File: config.mk
export PLATFORM = sky130hd
export DESIGN_NAME = sr_multi_rw
export DESIGN_NICKNAME = d
export VERILOG_FILES = /design/src/rtl/sr_multi_rw.sv
export SDC_FILE = /design/constraint.sdc
export NUM_CORES = 2
export LEC_CHECK = 0
export ABC_AREA = 1
export BUFFER_PORTS_ARGS = -buffer_cell sky130_fd_sc_hd__buf_2
export CAP_MARGIN = 20
export CORE_MARGIN = 8
export CORE_UTILIZATION = 50
export DETAILED_ROUTE_END_ITERATION = 10
export GPL_ROUTABILITY_DRIVEN = 0
export PLACE_DENSITY = 0.74
export SETUP_SLACK_MARGIN = 0.15
export SLEW_MARGIN = 10
export SYNTH_ARGS = -nofsm -noshare
export SYNTH_HDL_FRONTEND = slang
export SYNTH_SLANG_ARGS = --single-unit
File: constraint.sdc
create_clock -name clk -period 39.8 [get_ports clk]
set_clock_uncertainty 0.1 [all_clocks]
set_input_delay 9.95 -clock clk [delete_from_list [all_inputs] [get_ports clk]]
set_output_delay 9.95 -clock clk [all_outputs]
set_load 0.02 [all_outputs]
File: src/rtl/sr_multi_rw.sv
`timescale 1ns/1ps
// Lockstep multi-chain shift/load engine with 16-bit readback of the captured bits.
// Cycle is (2*WIDTH+1)*2**div clks from start to done; start, cfg writes and reads are ignored while busy.
module sr_multi_rw #(
  parameter int WIDTH           = 170,
  parameter int CNT_WIDTH       = 8,
  parameter int NCHAIN          = 2,
  parameter int DIV_WIDTH       = 6,
  parameter int SHIFT_DIRECTION = 1
) (
  input  logic                 clk,
  input  logic                 rst,
  input  logic [DIV_WIDTH-1:0] div,
  input  logic                 cfg_wr_en,
  input  logic [2:0]           cfg_sel,
  input  logic [15:0]          cfg_din,
  input  logic                 start,
  output logic                 busy,
  output logic                 done,
  output logic                 sr_clk,
  output logic [NCHAIN-1:0]    sr_dout,
  input  logic [NCHAIN-1:0]    sr_din,
  output logic                 sr_load,
  input  logic                 rd_en,
  output logic [15:0]          rd_data,
  output logic                 rd_valid
);

  localparam int NWORD = (WIDTH + 15) / 16;
  localparam int TW    = NWORD * 16;
  localparam int TWP   = TW + 1;
  localparam int WPW   = (NWORD > 1) ? $clog2(NWORD) : 1;
  localparam int DCW   = 1 << DIV_WIDTH;
  localparam logic [TW:0]          ONE_AT_W = TWP'(1) << WIDTH;
  localparam logic [TW-1:0]        VMASK    = TW'(ONE_AT_W - 1'b1);
  localparam logic [CNT_WIDTH-1:0] LAST_BIT = CNT_WIDTH'(WIDTH - 1);

  typedef enum logic [1:0] {IDLE, SHIFT, LOAD, FIN} state_t;

  state_t                 state;
  logic [TW-1:0]          tx     [NCHAIN];
  logic [TW-1:0]          tx_nxt [NCHAIN];
  logic [TW-1:0]          rx     [NCHAIN];
  logic [WPW-1:0]         wptr   [NCHAIN];
  logic [2:0]             rchain;
  logic [WPW-1:0]         rword;
  logic [DIV_WIDTH-1:0]   div_q;
  logic [DCW-1:0]         div_cnt;
  logic                   tick;
  logic                   phase;
  logic [CNT_WIDTH-1:0]   bit_cnt;
  logic [15:0]            rd_word;

  // Position within the chain of the n-th bit on the wire; also where the n-th returned bit belongs.
  function automatic logic [CNT_WIDTH-1:0] bit_idx(input logic [CNT_WIDTH-1:0] n);
    return (SHIFT_DIRECTION != 0) ? LAST_BIT - n : n;
  endfunction

  assign tick = (div_cnt == ~({DCW{1'b1}} << div_q));

  // Write-through view of TX so a write coinciding with start feeds the very first bit.
  always_comb begin
    for (int c = 0; c < NCHAIN; c++) begin
      tx_nxt[c] = tx[c];
      for (int k = 0; k < NWORD; k++) begin
        if (state == IDLE && cfg_wr_en && cfg_sel == 3'(c) && wptr[c] == WPW'(k))
          tx_nxt[c][16*k +: 16] = cfg_din & VMASK[16*k +: 16];
      end
    end
  end

  always_comb begin
    rd_word = '0;
    for (int c = 0; c < NCHAIN; c++)
      for (int k = 0; k < NWORD; k++)
        if (rchain == 3'(c) && rword == WPW'(k))
          rd_word = rx[c][16*k +: 16];
  end

  always_ff @(posedge clk or posedge rst) begin
    if (rst) begin
      state    <= IDLE;
      busy     <= 1'b0;
      done     <= 1'b0;
      sr_clk   <= 1'b0;
      sr_dout  <= '0;
      sr_load  <= 1'b0;
      rd_data  <= '0;
      rd_valid <= 1'b0;
      rchain   <= '0;
      rword    <= '0;
      div_q    <= '0;
      div_cnt  <= '0;
      phase    <= 1'b0;
      bit_cnt  <= '0;
      for (int c = 0; c < NCHAIN; c++) begin
        tx[c]   <= '0;
        rx[c]   <= '0;
        wptr[c] <= '0;
      end
    end else begin
      rd_valid <= 1'b0;
      for (int c = 0; c < NCHAIN; c++)
        tx[c] <= tx_nxt[c];
      case (state)
        IDLE: begin
          for (int c = 0; c < NCHAIN; c++)
            if (cfg_wr_en && cfg_sel == 3'(c) && wptr[c] != WPW'(NWORD - 1))
              wptr[c] <= wptr[c] + 1'b1;
          if (rd_en) begin
            rd_valid <= 1'b1;
            rd_data  <= rd_word;
            if (rword == WPW'(NWORD - 1)) begin
              rword  <= '0;
              rchain <= (rchain == 3'(NCHAIN - 1)) ? 3'd0 : rchain + 3'd1;
            end else begin
              rword <= rword + 1'b1;
            end
          end
          if (start) begin
            state   <= SHIFT;
            busy    <= 1'b1;
            div_q   <= div;
            div_cnt <= '0;
            phase   <= 1'b0;
            bit_cnt <= '0;
            sr_clk  <= 1'b0;
            for (int c = 0; c < NCHAIN; c++)
              sr_dout[c] <= tx_nxt[c][bit_idx('0)];
          end
        end
        SHIFT: begin
          div_cnt <= tick ? '0 : div_cnt + 1'b1;
          if (tick) begin
            if (!phase) begin
              sr_clk <= 1'b1;
              phase  <= 1'b1;
            end else begin
              sr_clk  <= 1'b0;
              phase   <= 1'b0;
              bit_cnt <= bit_cnt + 1'b1;
              for (int c = 0; c < NCHAIN; c++)
                rx[c][bit_idx(bit_cnt)] <= sr_din[c];
              if (bit_cnt == LAST_BIT) begin
                state   <= LOAD;
                sr_load <= 1'b1;
                sr_dout <= '0;
              end else begin
                for (int c = 0; c < NCHAIN; c++)
                  sr_dout[c] <= tx[c][bit_idx(bit_cnt + 1'b1)];
              end
            end
          end
        end
        LOAD: begin
          div_cnt <= tick ? '0 : div_cnt + 1'b1;
          if (tick) begin
            sr_load <= 1'b0;
            done    <= 1'b1;
            busy    <= 1'b0;
            state   <= FIN;
            rchain  <= '0;
            rword   <= '0;
            for (int c = 0; c < NCHAIN; c++)
              wptr[c] <= '0;
          end
        end
        FIN: begin
          done  <= 1'b0;
          state <= IDLE;
        end
        default: state <= IDLE;
      endcase
    end
  end

endmodule

# == Word level (Yosys, flattened, before mapping) ==
# Index checks and enable logic that the tools add are counted.
# totals
regBits,810
input_bits,32
out_inout_bits,23
elab_cells,258
# classes
n_addsub,8
order_cmp,3
n_eq_ne,48
n_shift,1
mux,78
n_bitwise,1
reduce_logical,78
# op_table
cell,count
bitwise mux 176 bit,2
two-way mux 16 bit,22
two-way mux 64 bit,2
one-hot mux 64 bit (2 select lines),1
adder 64 x 1 -> 64 bit (second input constant),1
equality test 64 bit,1
inverter 64 bit,1
<< shifter 64 x 6 -> 64 bit (first input constant),1
logical AND 1 bit,52
equality test 4 x 3 -> 1 bit (second input constant),12
equality test 4 bit (second input constant),9
two-way mux 8 bit,4
one-hot mux 8 bit (2 select lines),2
equality test 4 x 2 -> 1 bit (second input constant),6
two-way mux 10 bit,2
two-way mux 4 bit,5
less-than comparator 8 x 9 -> 1 bit (second input constant),2
two-way mux 2 bit,9
AND reduction 3 bit,6
binary-select mux 1 bit (select 8 bit),2
subtractor 8 bit (first input constant),2
two-way mux 1 bit,14
adder 4 x 1 -> 4 bit (second input constant),3
equality test 4 x 1 -> 1 bit (second input constant),3
25 further kinds,53

# == Longest topological paths before layout ==
# logic_depth
depth_word,24
ltp_mapped,24
ltp_nobuf,20

# == Worst setup path after synthesis ==
# Ideal clock, no wire load.
# synth_path
path_kind,input-to-reg
startpoint,input port cfg_wr_en
endpoint,register tx[179] in the netlist's numbering
setup_time_ps,133
t_arrival_ps,11168
required_time_ps,39567
path_slack_ps,28399
path_stages,9
n_path_buf,2
path_cell_list,nand2_1 > nor2_1 > inv_1 > nor3_1 > clkbuf_1 > nand4_1 > clkbuf_1 > nand2_1 > o21ai_0
# synth_via
elab_chain_len,3
# synth_lines
item,line_no,source
"start, declared",14,"input logic cfg_wr_en,"
logical AND 1 bit (3 in series),66,if (state == IDLE && cfg_wr_en && cfg_sel == 3'(c) && wptr[c] == WPW'(k))
"end signal, assigned by index",104,tx[c] <= tx_nxt[c];
"end, declared",41,logic [TW-1:0] tx [NCHAIN];
# No other way between the ends.
# A chain may end at the register's enable or synchronous reset.

==> flow_metrics.env <==
export IMPL_area_growth_pct=9.96
export IMPL_syn_area_sq_mm=0.0429
export IMPL_reg2reg_slack_ns=33.67
export IMPL_final_nets=5505
export IMPL_root_buffer="clkbuf_16"
export IMPL_insertion_delay_ns=0.68
export IMPL_path_class="in2async"
export IMPL_cts_hold_buffers=0
export IMPL_setup_tns_final_ns=0
export IMPL_grt_util_all_layers_pct=26.1
export IMPL_power_per_cell_area_mw_per_mm2=61.5
export IMPL_cts_buffers=88
export IMPL_place_inst=6493
export IMPL_grt_max_degree=185
export IMPL_pre_cts_ws_ns=26.20
export IMPL_ant_nets=0
export IMPL_grt_overflow=0
export IMPL_synth_edff_count=0
export IMPL_end_kind="async pin"
export IMPL_drt_total_wl_um=126000
export IMPL_ys_dominant_reg_cell="dfrtp_1"
export IMPL_ios=55
export IMPL_antenna_found_initial=2
export IMPL_post_cts_buffers=0
export IMPL_drv_cap=0
export IMPL_min_period_ns=12.69
export IMPL_start_util_pct=50.4
export IMPL_status="finished, final reports clean"
export IMPL_relSlewSlack_pct=19.3
export IMPL_required_ns=40.38
export IMPL_tritoncts="yes"
export IMPL_maxSlewViolCount=0
export IMPL_max_freq_mhz=78.8
export IMPL_setup_viol=0
export IMPL_power_leakage_uw=0.0224
export IMPL_holdWs_ns=0.362
export IMPL_drive_gt1_share_pct=10.8
export IMPL_grt_pass1_vias=35900
export IMPL_fp_row_count=107
export IMPL_netlist_cell_type_count=53
export IMPL_ys_warn_count=0
export IMPL_ys_ff_latch=810
export IMPL_viasPerCell=5.64
export IMPL_worst_path_max_fanout=184
export IMPL_final_area_sq_mm=0.0472
export IMPL_clock_sinks=810
export IMPL_dieHeight_um=309
export IMPL_via_count=37600
export IMPL_syn_avg_cell_area_sq_um=7.75
export IMPL_dp_hpwl_um=75300
export IMPL_drtIter0Drc=4596
export IMPL_die_area_sq_mm=0.0955
export IMPL_synth_async_reset_ratio_pct=100
export IMPL_ir_drop_mv=0.0541
export IMPL_fin_ws_ns=27.11
export IMPL_grt_first_pass_wirelength_um=200000
export IMPL_first_pass_iters=6
export IMPL_placed_cell_area_sq_mm=0.0439
export IMPL_drc=0
export IMPL_worstMarginPinSlew_ns=1.21
export IMPL_fp_dieW_um=309
export IMPL_cts_htree_levels=3
export IMPL_place_port_buffers=54
export IMPL_post_cts_resized=0
export IMPL_synth_nets=5589
export IMPL_fp_coreArea_sq_mm=0.0851
export IMPL_finalCritPeriodShare_pct=31.9
export IMPL_cts_buffer_depth=3
export IMPL_ys_seq_area_share_pct=47.2
export IMPL_fin_cells=6668
export IMPL_rsz0062_at_grt="no"
export IMPL_finalHoldViolations=0
export IMPL_avgRoutedWirePerCell_um=18.9
export IMPL_worstPathArrival_ns=13.27
export IMPL_cp_start_kind="input port"
export IMPL_synth_cells=5537
export IMPL_hp_class="reg2reg"
export IMPL_clk_pin_slew_ns=0.06
==> final cells by class <==
type	count	area [sq um]
tap	1144	1430
fill	7863	38000
sequential	810	20300
inverter	529	2000
multi-input combinational	3886	19300
clock inverter	38	561
antenna	1	2.50
clock buffer	122	2490
timing repair buffer	138	1110
==> Yosys cell counts, drive strengths merged, types with 29 or more instances <==
library cell,instances,share of area [%]
nand4,97,1.4
buf,62,1.0
xor2,88,1.8
clkbuf,250,2.2
inv,525,4.6
nor2,355,3.1
nor4,35,0.54
nor3,207,6.1
o22ai,30,0.44
dfrtp,810,47
nand2,1978,17
a21oi,142,1.7
nand3,177,2.1
o21ai,600,7.0
or2,29,0.42
==> cells by family (layout without fill, tap and decap cells) <==
family,after synthesis,in the layout,share of synthesized area (%)
AO/OA/AOI/OAI,890,890,11.4
other,0,1,0
buffers and inverters,841,827,7.82
AND/OR/NAND/NOR,2885,2885,31.1
adder cells (fa/ha/maj),20,20,0.583
flip-flops,810,810,47.2
XOR/XNOR,91,91,1.86
==> critical path, stage by stage <==
cell    delay (ns)
buf_2         0.13
inv_8         0.49
buf_12        0.69
buf_4         0.85
buf_4         0.86
==> report_power, final <==
| part | total, uW | internal [uW] | switching, uW | leakage (uW) |
|---|---|---|---|---|
| sequential | 1030 | 944 | 87.1 | 0.00932 |
| clock | 861 | 501 | 361 | 0.00149 |
| combinational | 1010 | 298 | 710 | 0.0115 |
| total | 2900 | 1740 | 1160 | 0.0224 |
==> registers in the layout, indices dropped and copies added (netlist names) <==
register and count:
sr_dout 2, rx 352, sr_load 1, done 1, rchain 3, rd_data 16, busy 1, state 2
div_q 6, wptr 8, rd_valid 1, rword 4, div_cnt 64, bit_cnt 8, tx 340, phase 1
==> stage by stage <==
| step | power, uW | utilization, % |
|---|---|---|
| after floorplan | 1710 | - |
| after detailed placement | 2030 | 51.6 |
| after CTS | 2890 | 55.1 |
| after global routing | 3060 | 55.4 |
| after global placement | 2010 | 51.5 |
| final | 2900 | 55.4 |
==> path summary, 6_finish.rpt <==
kind,end,start,cells past startpoint
setup / recovery,tx[110]$_DFFE_PP0P_,rst,5
hold / removal,rx[62]$_DFFE_PP0P_,rx[62]$_DFFE_PP0P_,2
setup reg to reg,rx[286]$_DFFE_PP0P_,div_q[4]$_DFFE_PP0P_,16
hold reg to reg,rx[62]$_DFFE_PP0P_,rx[62]$_DFFE_PP0P_,2
max in group clk,div_cnt[61]$_DFFE_PP0P_,start,6
min in group asynchronous,div_cnt[26]$_DFFE_PP0P_,rst,2
==> layer usage <==
| layer | vias up | global-route usage, % | wire length (um) |
|---|---|---|---|
| met5 | - | 0 | 15 |
| met4 | 2 | 10.2 | 4710 |
| met3 | 352 | 4.61 | 11900 |
| met2 | 1639 | 40.5 | 56000 |
| met1 | 18000 | 36.5 | 53300 |
| li1 | 17600 | - | - |
==> cells in the final DEF (no fill, tap or decap), types with 18 or more instances in the layout <==
cell type	netlist	final
nor3_1	66	66
o21ai_1	28	27
ha_1	20	19
clkbuf_1	250	18
dfrtp_1	810	809
a22oi_1	19	19
nand4_1	97	97
inv_2	123	124
clkinv_2	0	19
nand2_1	1975	1975
o22ai_1	30	30
nor2_1	349	343
inv_1	402	394
nor4_1	33	33
clkbuf_16	0	88
nor3_4	140	140
buf_4	6	65
a21oi_1	142	142
o32ai_1	27	27
or2_2	29	29
xor2_1	88	88
buf_2	14	52
o21ai_0	571	571
nand3_1	176	176
(Power assumes the default switching activity.)
